`src/rtl/shift_add_multiplier.sv`:
```
// Sequential 16x16 -> 32 shift-and-add multiplier. Every partial-product add goes through one 16-bit CLA.
// Optional macro SIGNED_MULT_EN adds the is_signed port and sign-magnitude signed support.

module cla16 (
  input  logic [15:0] a,
  input  logic [15:0] b,
  input  logic        cin,
  output logic [15:0] r,
  output logic        cout
);

  logic [15:0] g;
  logic [15:0] p;
  logic [16:0] c;
  logic [3:0]  gg;
  logic [3:0]  gp;

  assign g    = a & b;
  assign p    = a ^ b;
  assign c[0] = cin;

  // Four 4-bit lookahead groups; group boundary carries come from the second level below
  for (genvar i = 0; i < 4; i++) begin : grp
    localparam int B = 4 * i;
    assign c[B+1] = g[B] | (p[B] & c[B]);
    assign c[B+2] = g[B+1] | (p[B+1] & g[B]) | (p[B+1] & p[B] & c[B]);
    assign c[B+3] = g[B+2] | (p[B+2] & g[B+1]) | (p[B+2] & p[B+1] & g[B])
                  | (p[B+2] & p[B+1] & p[B] & c[B]);
    assign gg[i]  = g[B+3] | (p[B+3] & g[B+2]) | (p[B+3] & p[B+2] & g[B+1])
                  | (p[B+3] & p[B+2] & p[B+1] & g[B]);
    assign gp[i]  = &p[B+3:B];
  end

  assign c[4]  = gg[0] | (gp[0] & c[0]);
  assign c[8]  = gg[1] | (gp[1] & gg[0]) | (gp[1] & gp[0] & c[0]);
  assign c[12] = gg[2] | (gp[2] & gg[1]) | (gp[2] & gp[1] & gg[0])
               | (gp[2] & gp[1] & gp[0] & c[0]);
  assign c[16] = gg[3] | (gp[3] & gg[2]) | (gp[3] & gp[2] & gg[1])
               | (gp[3] & gp[2] & gp[1] & gg[0]) | (gp[3] & gp[2] & gp[1] & gp[0] & c[0]);

  assign r    = p ^ c[15:0];
  assign cout = c[16];

endmodule

module shift_add_multiplier (
  input  logic        clk,
  input  logic        rstn,
  input  logic        start,
  input  logic [15:0] a,
  input  logic [15:0] b,
`ifdef SIGNED_MULT_EN
  input  logic        is_signed,
`endif
  output logic        busy,
  output logic        done,
  output logic [31:0] product
);

  typedef enum logic [1:0] {
    IDLE = 2'd0,
    RUN  = 2'd1,
    DONE = 2'd2
  } state_t;

  state_t      state;
  logic [15:0] mcand;
  logic [15:0] mplier;
  logic [31:0] acc;
  logic [4:0]  count;

  logic [15:0] load_a;
  logic [15:0] load_b;
  logic [31:0] final_value;
  logic [15:0] addend;
  logic [15:0] sum;
  logic        sum_cout;

`ifdef SIGNED_MULT_EN
  logic neg;
  logic load_neg;

  // Signed mode multiplies magnitudes; 0x8000 negates to itself, which reads as 32768 unsigned
  always_comb begin
    load_a   = (is_signed && a[15]) ? (~a + 16'd1) : a;
    load_b   = (is_signed && b[15]) ? (~b + 16'd1) : b;
    load_neg = is_signed & (a[15] ^ b[15]);
  end

  assign final_value = neg ? (~acc + 32'd1) : acc;
`else
  assign load_a      = a;
  assign load_b      = b;
  assign final_value = acc;
`endif

  assign addend = mplier[0] ? mcand : 16'd0;

  cla16 u_cla (
    .a    (acc[31:16]),
    .b    (addend),
    .cin  (1'b0),
    .r    (sum),
    .cout (sum_cout)
  );

  // Single FSM: operand latch on accept, one add-and-shift per RUN cycle, one-cycle result strobe
  always_ff @(posedge clk) begin
    if (!rstn) begin
      state   <= IDLE;
      mcand   <= 16'd0;
      mplier  <= 16'd0;
      acc     <= 32'd0;
      count   <= 5'd0;
      busy    <= 1'b0;
      done    <= 1'b0;
      product <= 32'd0;
`ifdef SIGNED_MULT_EN
      neg     <= 1'b0;
`endif
    end else begin
      done <= 1'b0;
      case (state)
        IDLE, DONE: begin
          if (state == DONE) begin
            done    <= 1'b1;
            product <= final_value;
          end
          if (start) begin
            mcand  <= load_a;
            mplier <= load_b;
            acc    <= 32'd0;
            count  <= 5'd16;
            busy   <= 1'b1;
            state  <= RUN;
`ifdef SIGNED_MULT_EN
            neg    <= load_neg;
`endif
          end else begin
            state <= IDLE;
          end
        end
        RUN: begin
          acc    <= {sum_cout, sum, acc[15:1]};
          mplier <= mplier >> 1;
          count  <= count - 5'd1;
          if (count == 5'd1) begin
            busy  <= 1'b0;
            state <= DONE;
          end
        end
        default: begin
          busy  <= 1'b0;
          state <= IDLE;
        end
      endcase
    end
  end

endmodule

```
`config.mk`:
```
export PLATFORM = sky130hd
export DESIGN_NAME = shift_add_multiplier
export DESIGN_NICKNAME = d
export VERILOG_FILES = /design/src/rtl/shift_add_multiplier.sv
export SDC_FILE = /design/constraint.sdc
export NUM_CORES = 1
export LEC_CHECK = 0
export ABC_AREA = 0
export CAP_MARGIN = 25
export CORE_MARGIN = 4
export CORE_UTILIZATION = 54
export CTS_CLUSTER_SIZE = 12
export DETAILED_ROUTE_END_ITERATION = 16
export PLACE_DENSITY_LB_ADDON = 0.08
export SYNTH_ARGS = -nofsm -noshare
export SYNTH_HDL_FRONTEND = slang
export SYNTH_SLANG_ARGS = --single-unit
export TNS_END_PERCENT = 20
```
`constraint.sdc`:
```
create_clock -name clk -period 2.93 [get_ports clk]
set_clock_uncertainty 0.1 [all_clocks]
set_input_delay 0.4395 -clock clk [delete_from_list [all_inputs] [get_ports clk]]
set_output_delay 0.4395 -clock clk [all_outputs]
set_load 0.005 [all_outputs]
```
---- Word-level counts from Yosys, hierarchy flattened ----
Cells that the tools add are included.
word-level totals
  register bits ........................... 105
  bits of input ports ..................... 35
  output and inout bits ................... 34
  word-level logic and storage cells ...... 141
operators by class
  $add $sub $neg .......................... 1
  eq/ne operators ......................... 5
  multiplexer cells ....................... 14
  bitwise logic cells ..................... 102
  reductions and logical operators ........ 11
operators by type and width
  kind                 count
  $pmux 32 s2          1
  $and 1x1->1          60
  $or 1x1->1           39
  $mux 16              2
  $mux 32              1
  $pmux 16 s2          1
  $xor 16x16->16       2
  $and 16x16->16       1
  $reduce_and 4->1     3
  $pmux 5 s2           1
  $reduce_and 2->1     5
  $eq 5x1->1 const B   1
  $mux 5               1
  $sub 5x1->5 const B  1
  $mux 1               4
  $ne 2x2->1 const B   2
  $pmux 2 s2           1
  $eq 2x1->1 const B   1
  $eq 2x2->1 const B   1
  $logic_not 2->1      1
  $mux 2               1
  $pmux 1 s2           1
  $reduce_bool 2->1    1
  $reduce_or 2->1      1

---- Longest topological paths before layout ----
Gate-level depths: netlist of the first run.
  word-level depth ........................ 13
  gate-level depth with buffers ........... 11
  gate-level depth less buffers ........... 10

---- Hierarchy ----
From an unflattened synthesis of the first run, not the netlist that was laid out.
second synthesis, totals
  cells, all modules ...................... 505
  area total of the unflattened synthesis .. 4704.5 um2
modules (own cells, without submodules)
  module                instances  cells an instance  area an instance (um2)  seq. area each (um2)
  shift_add_multiplier  1          418                3976.3                  2102.0
  cla16                 1          87                 728.2                   0.0

---- Worst setup path after synthesis of the first run ----
Ideal clock, no wire load.
  path kind ............................... reg2reg
  start ................................... reg mplier[0]
  end ..................................... reg acc[27]
  library setup time ...................... 117 ps
  data arrival time ....................... 2405 ps
  required time ........................... 2713 ps
  path slack .............................. 308 ps
  cell stages (with the launch flop) ...... 11
  buffers on the path ..................... 1
  period minus slack after synthesis ...... 2622 ps
  path through ............................ dfxtp_1 -> clkbuf_1 -> and2_1 -> ha_1 -> a41o_1 -> nor3b_4 -> nor3_1 -> o21bai_1 -> o21a_1 -> fa_1 -> a22o_1
on the way
  cells in the longest elaborated chain, start to end .. 11
  elaborated cells on any way between the ends .. 36
  classes of those cells .................. mux: 2; bitwise: 32; reduce/logical: 2
ends and longest elaborated chain
  what                                              line    text
  start: declaration                                68      logic [15:0] mplier;
  start signal: assignment                          131     mplier <= load_b;
  start signal: assignment                          145     mplier <= mplier >> 1;
  $mux 16 (*)                                       97      assign addend = mplier[0] ? mcand : 16'd0;
  $xor 16x16->16 or $and 16x16->16 (tied branches)  19, 18
  $and 1x1->1, on equally long branches             29, 30
  $or 1x1->1, or another cell as far along          29      assign gg[i] = g[B+3] | (p[B+3] & g[B+2]) | (p[B+3] & p[B+2] & g[B+1])
  $or 1x1->1 or $and 1x1->1 (tied branches)         29, 30
  $or 1x1->1                                        30      | (p[B+3] & p[B+2] & p[B+1] & g[B]);
  $and 1x1->1                                       36      assign c[12] = gg[2] | (gp[2] & gg[1]) | (gp[2] & gp[1] & gg[0])
  $or 1x1->1 (2 in series)                          36
  $xor 16x16->16 (*)                                41      assign r = p ^ c[15:0];
  $pmux 32 s2 (*)                                   123     case (state)
  end signal: assignment                            144     acc <= {sum_cout, sum, acc[15:1]};
  end: declaration                                  69      logic [31:0] acc;
Mark *: on every way between the ends. The rest lies on a longest branch, timed or not.
A chain may end at the register's enable or synchronous reset.

---- Final worst setup path of the first run ----
Ends and elaborated chain as after synthesis.

==> results of run 1 <==
[power by group through the flow]
stage	sequential (mW)	combinational, mW	clock [mW]
floorplan	1.52	0.141	0
global placement	1.53	0.225	0
detailed placement	1.53	0.230	0
CTS	1.49	0.231	0.874
global route	1.50	0.256	0.931
finish	1.49	0.229	0.858
[worst max-delay path, delay by kind of cell (launching register included)]
family / cells / cell delay, ps
buf+inv: 2 / 280
flops: 1 / 360
compound gates: 3 / 570
simple gates: 3 / 600
fa+ha+maj: 2 / 720
[state kept, by name, indices dropped and copies added (netlist names)]
| signal | flops |
|---|---|
| mcand | 16 |
| busy | 1 |
| mplier | 16 |
| done | 1 |
| state | 2 |
| count | 5 |
| product | 32 |
| acc | 32 |
[cell type report]
type | count | area [um2] | share of cell area [%]
flip-flops and latches | 105 | 2102 | 38.60
well taps | 102 | 127.6 | 2.344
clock buffers | 10 | 137.6 | 2.528
repair buffers | 78 | 755.7 | 13.88
multi-input cells | 359 | 2233 | 41.02
clock inverters | 6 | 51.30 | 0.9421
inverters | 10 | 37.54 | 0.6893
[logic make-up (layout without fill, tap and decap cells)]
logic type	Yosys count	in the layout	synth area share, %
buffers and inverters	40	104	3.470
adder cells (fa/ha/maj)	22	22	6.829
AO/OA/AOI/OAI	138	138	21.30
AND/OR/NAND/NOR	189	189	19.40
multiplexers	1	1	0.2239
flip-flops	105	105	47.02
XOR/XNOR	9	9	1.763
[cell usage in the layout, fill, tap and decap left out, types with 2 or more instances in the layout]
| cell type | n |
|---|---|
| a211oi_1 | 2 |
| a21boi_0 | 27 |
| a21o_1 | 2 |
| a21oi_1 | 43 |
| a22o_1 | 20 |
| a22oi_1 | 16 |
| and2_1 | 19 |
| buf_4 | 10 |
| clkbuf_8 | 10 |
| clkdlybuf4s50_1 | 68 |
| clkinv_4 | 3 |
| dfxtp_1 | 105 |
| fa_1 | 4 |
| ha_1 | 18 |
| inv_1 | 9 |
| nand2_1 | 130 |
| nand2b_1 | 5 |
| nor2_1 | 12 |
| nor2_2 | 2 |
| nor2b_1 | 4 |
| nor2b_2 | 2 |
| nor3_1 | 4 |
| o21a_1 | 2 |
| o21ai_0 | 11 |
| o21ai_1 | 5 |
| o31ai_2 | 3 |
| xnor2_1 | 7 |
| xor2_1 | 2 |
[stage by stage]
stage	hold WS (ps)	setup TNS, ps
floorplan	334.3	0
global placement	341.9	0
detailed placement	346.7	0
CTS	360.1	0
global route	374.1	-2.486
finish	358.1	0
[final timing paths]
kind / start / endpoint / slack (ps) / depth (start not counted)
setup / recovery: mplier[0] / acc[27] / 200 / 10
hold / removal: product[19] / product[19] / 360 / 2
setup reg to reg: mplier[0] / acc[27] / 200 / 10
hold reg to reg: product[19] / product[19] / 360 / 2
[per-layer routing]
metal | vias up | wire, um
met5 | - | 0
met4 | 0 | 83
met3 | 10 | 449
met2 | 73 | 4309
met1 | 1630 | 4391
li1 | 1836 | -
==> impl_metrics.py, run 1 <==
metrics = {
    "detailed_routing": {
        "vias": 3549,
        "initialDrtViolationCount": 134,
        "wl_per_cell_um": 13.78,
        "first_pass_iters": 4,
        "drt_wl_total_um": 9233,
        "drcViolationCount": 0,
        "routed_via_density": 5.297,
        "ant_nets": 0,
    },
    "hold_path": {
        "hp-class": "flip-flop to flip-flop",
    },
    "placement": {
        "routabilityCongestion": 0.8546,
        "io_buffers": 68,
        "dp.cells": 654,
        "placed_cell_area_um2": 5248,
        "dp_slack_ps": 164.2,
        "dp_hpwl_um": 6655,
    },
    "grt": {
        "use_met1_pct": 24.98,
        "grt_pass1_wl_um": 15640,
        "grt.met2_usage_pct": 32.75,
        "grt_overflow_total": 0,
        "grt.met3_usage_pct": 4.317,
        "grt_usage_pct": 19.50,
        "grt.busiest_layer": "met2",
        "antenna_found_initial": 0,
        "grt_max_degree": 34,
        "first_global_vias": 3361,
    },
    "sta": {
        "setup_violations": 0,
        "min_period_ps": 2732,
        "post-route-period-util_pct": 93.24,
        "hold_violations": 0,
        "relSlewSlack_pct": 54.53,
        "timing.final.ws_setup_ps": 198.0,
        "slew_viol_final": 0,
        "rsz0062_at_grt": "true",
        "timing.fmax_mhz": 366.0,
        "tightest_slew_ps": 681.3,
    },
    "clocking": {
        "cts_resized": 0,
        "clk_latency_ps": 380,
        "ctsHoldBuffers": 0,
        "clock_tree.buffer_depth": 2,
        "root_buffer": "clkbuf_8",
        "cts_tree": "built",
        "h-tree-depth": 3,
        "cts.clk_slew.worst_paths_ps": 100,
        "post_cts_buffers": 0,
        "numCtsBuffers": 9,
        "numClockSinks": 105,
    },
    "power_and_ir_drop": {
        "peakVddDrop_mv": 0.3452,
        "pwr-share-clk_pct": 33.3,
        "p_int_mw": 1.915,
        "p_switching_mw": 0.6666,
        "swShare_pct": 25.82,
        "p_per_area_nw_per_um2": 474.1,
        "sequentialPowerShare_pct": 57.9,
        "p_leak_nw": 2.040,
        "combinationalPowerShare_pct": 8.9,
        "total_power_mw": 2.582,
    },
    "logic_synthesis": {
        "yosys_warnings": 0,
        "synth_top_area_cell": "dfxtp_1",
        "synth_area_per_cell_um2": 8.870,
        "synth_top_flop_cell": "dfxtp_1",
        "synth_edf_count": 0,
        "yosys-top-cells-area": "dfxtp_1, nand2_1, ha_1",
        "synth_top_area_share_pct": 47.02,
        "synth_commonest_cells": "nand2_1, dfxtp_1, a21oi_1",
        "yosysSeqAreaShare_pct": 47.02,
        "synth_most_common_cell": "nand2_1",
        "ys_ff_latch": 105,
        "synth_cells": 504,
        "synthArstFlopShare_pct": 0,
        "synth.distinct_cells": 44,
        "synth_area_um2": 4471,
        "syn-num-nets": 561,
    },
    "finish": {
        "drive_gt1_share_pct": 7.218,
        "area_growth_pct": 21.80,
        "diodes": 0,
        "utilization_pct": 69.04,
        "fill_cells": 670,
        "postLayoutCellArea_um2": 5445,
        "nets": 620,
        "fin_cells": 670,
    },
    "floorplanning": {
        "rows": 32,
        "start_util_pct": 56.68,
        "die-area_um2": 9798,
        "core_area_um2": 7888,
        "dieWidth_um": 98.99,
        "fp.dieH_um": 98.99,
        "ios": 69,
    },
    "critical_path": {
        "worst_setup_path_end_kind": "flip-flop",
        "arrival_ps": 2910,
        "slowest_delay_ps": 410,
        "cp-start-kind": "flip-flop",
        "critical_path_required_ps": 3100,
        "criticalPathCategory": "flip-flop to flip-flop",
        "crit_fanout": 11,
        "critical-path-slowest-cell": "fa_1",
        "crit_chain": "buf_4 -> and2_1 -> ha_1 -> inv_1 -> nor3b_4 -> nor3_2 -> o21bai_1 -> o21a_1 -> fa_1 -> a22o_1",
    },
    "status": {
        "outcome": "completed",
    },
    "run": {
        "max_cap_viol_count": 0,
    },
}
No activity file was read; power rests on OpenSTA's default activity.
==> inputs of run 2 (changes only) <==
Settings changed: CAP_MARGIN 25 to not set.
==> results of run 2 <==
Final layout, timing and power as in run 1 (identical DEF).
==> inputs of run 3 (changes only) <==
Settings changed: CAP_MARGIN set to 20.
==> results of run 3 <==
Final layout, timing and power as in run 1 (identical DEF).
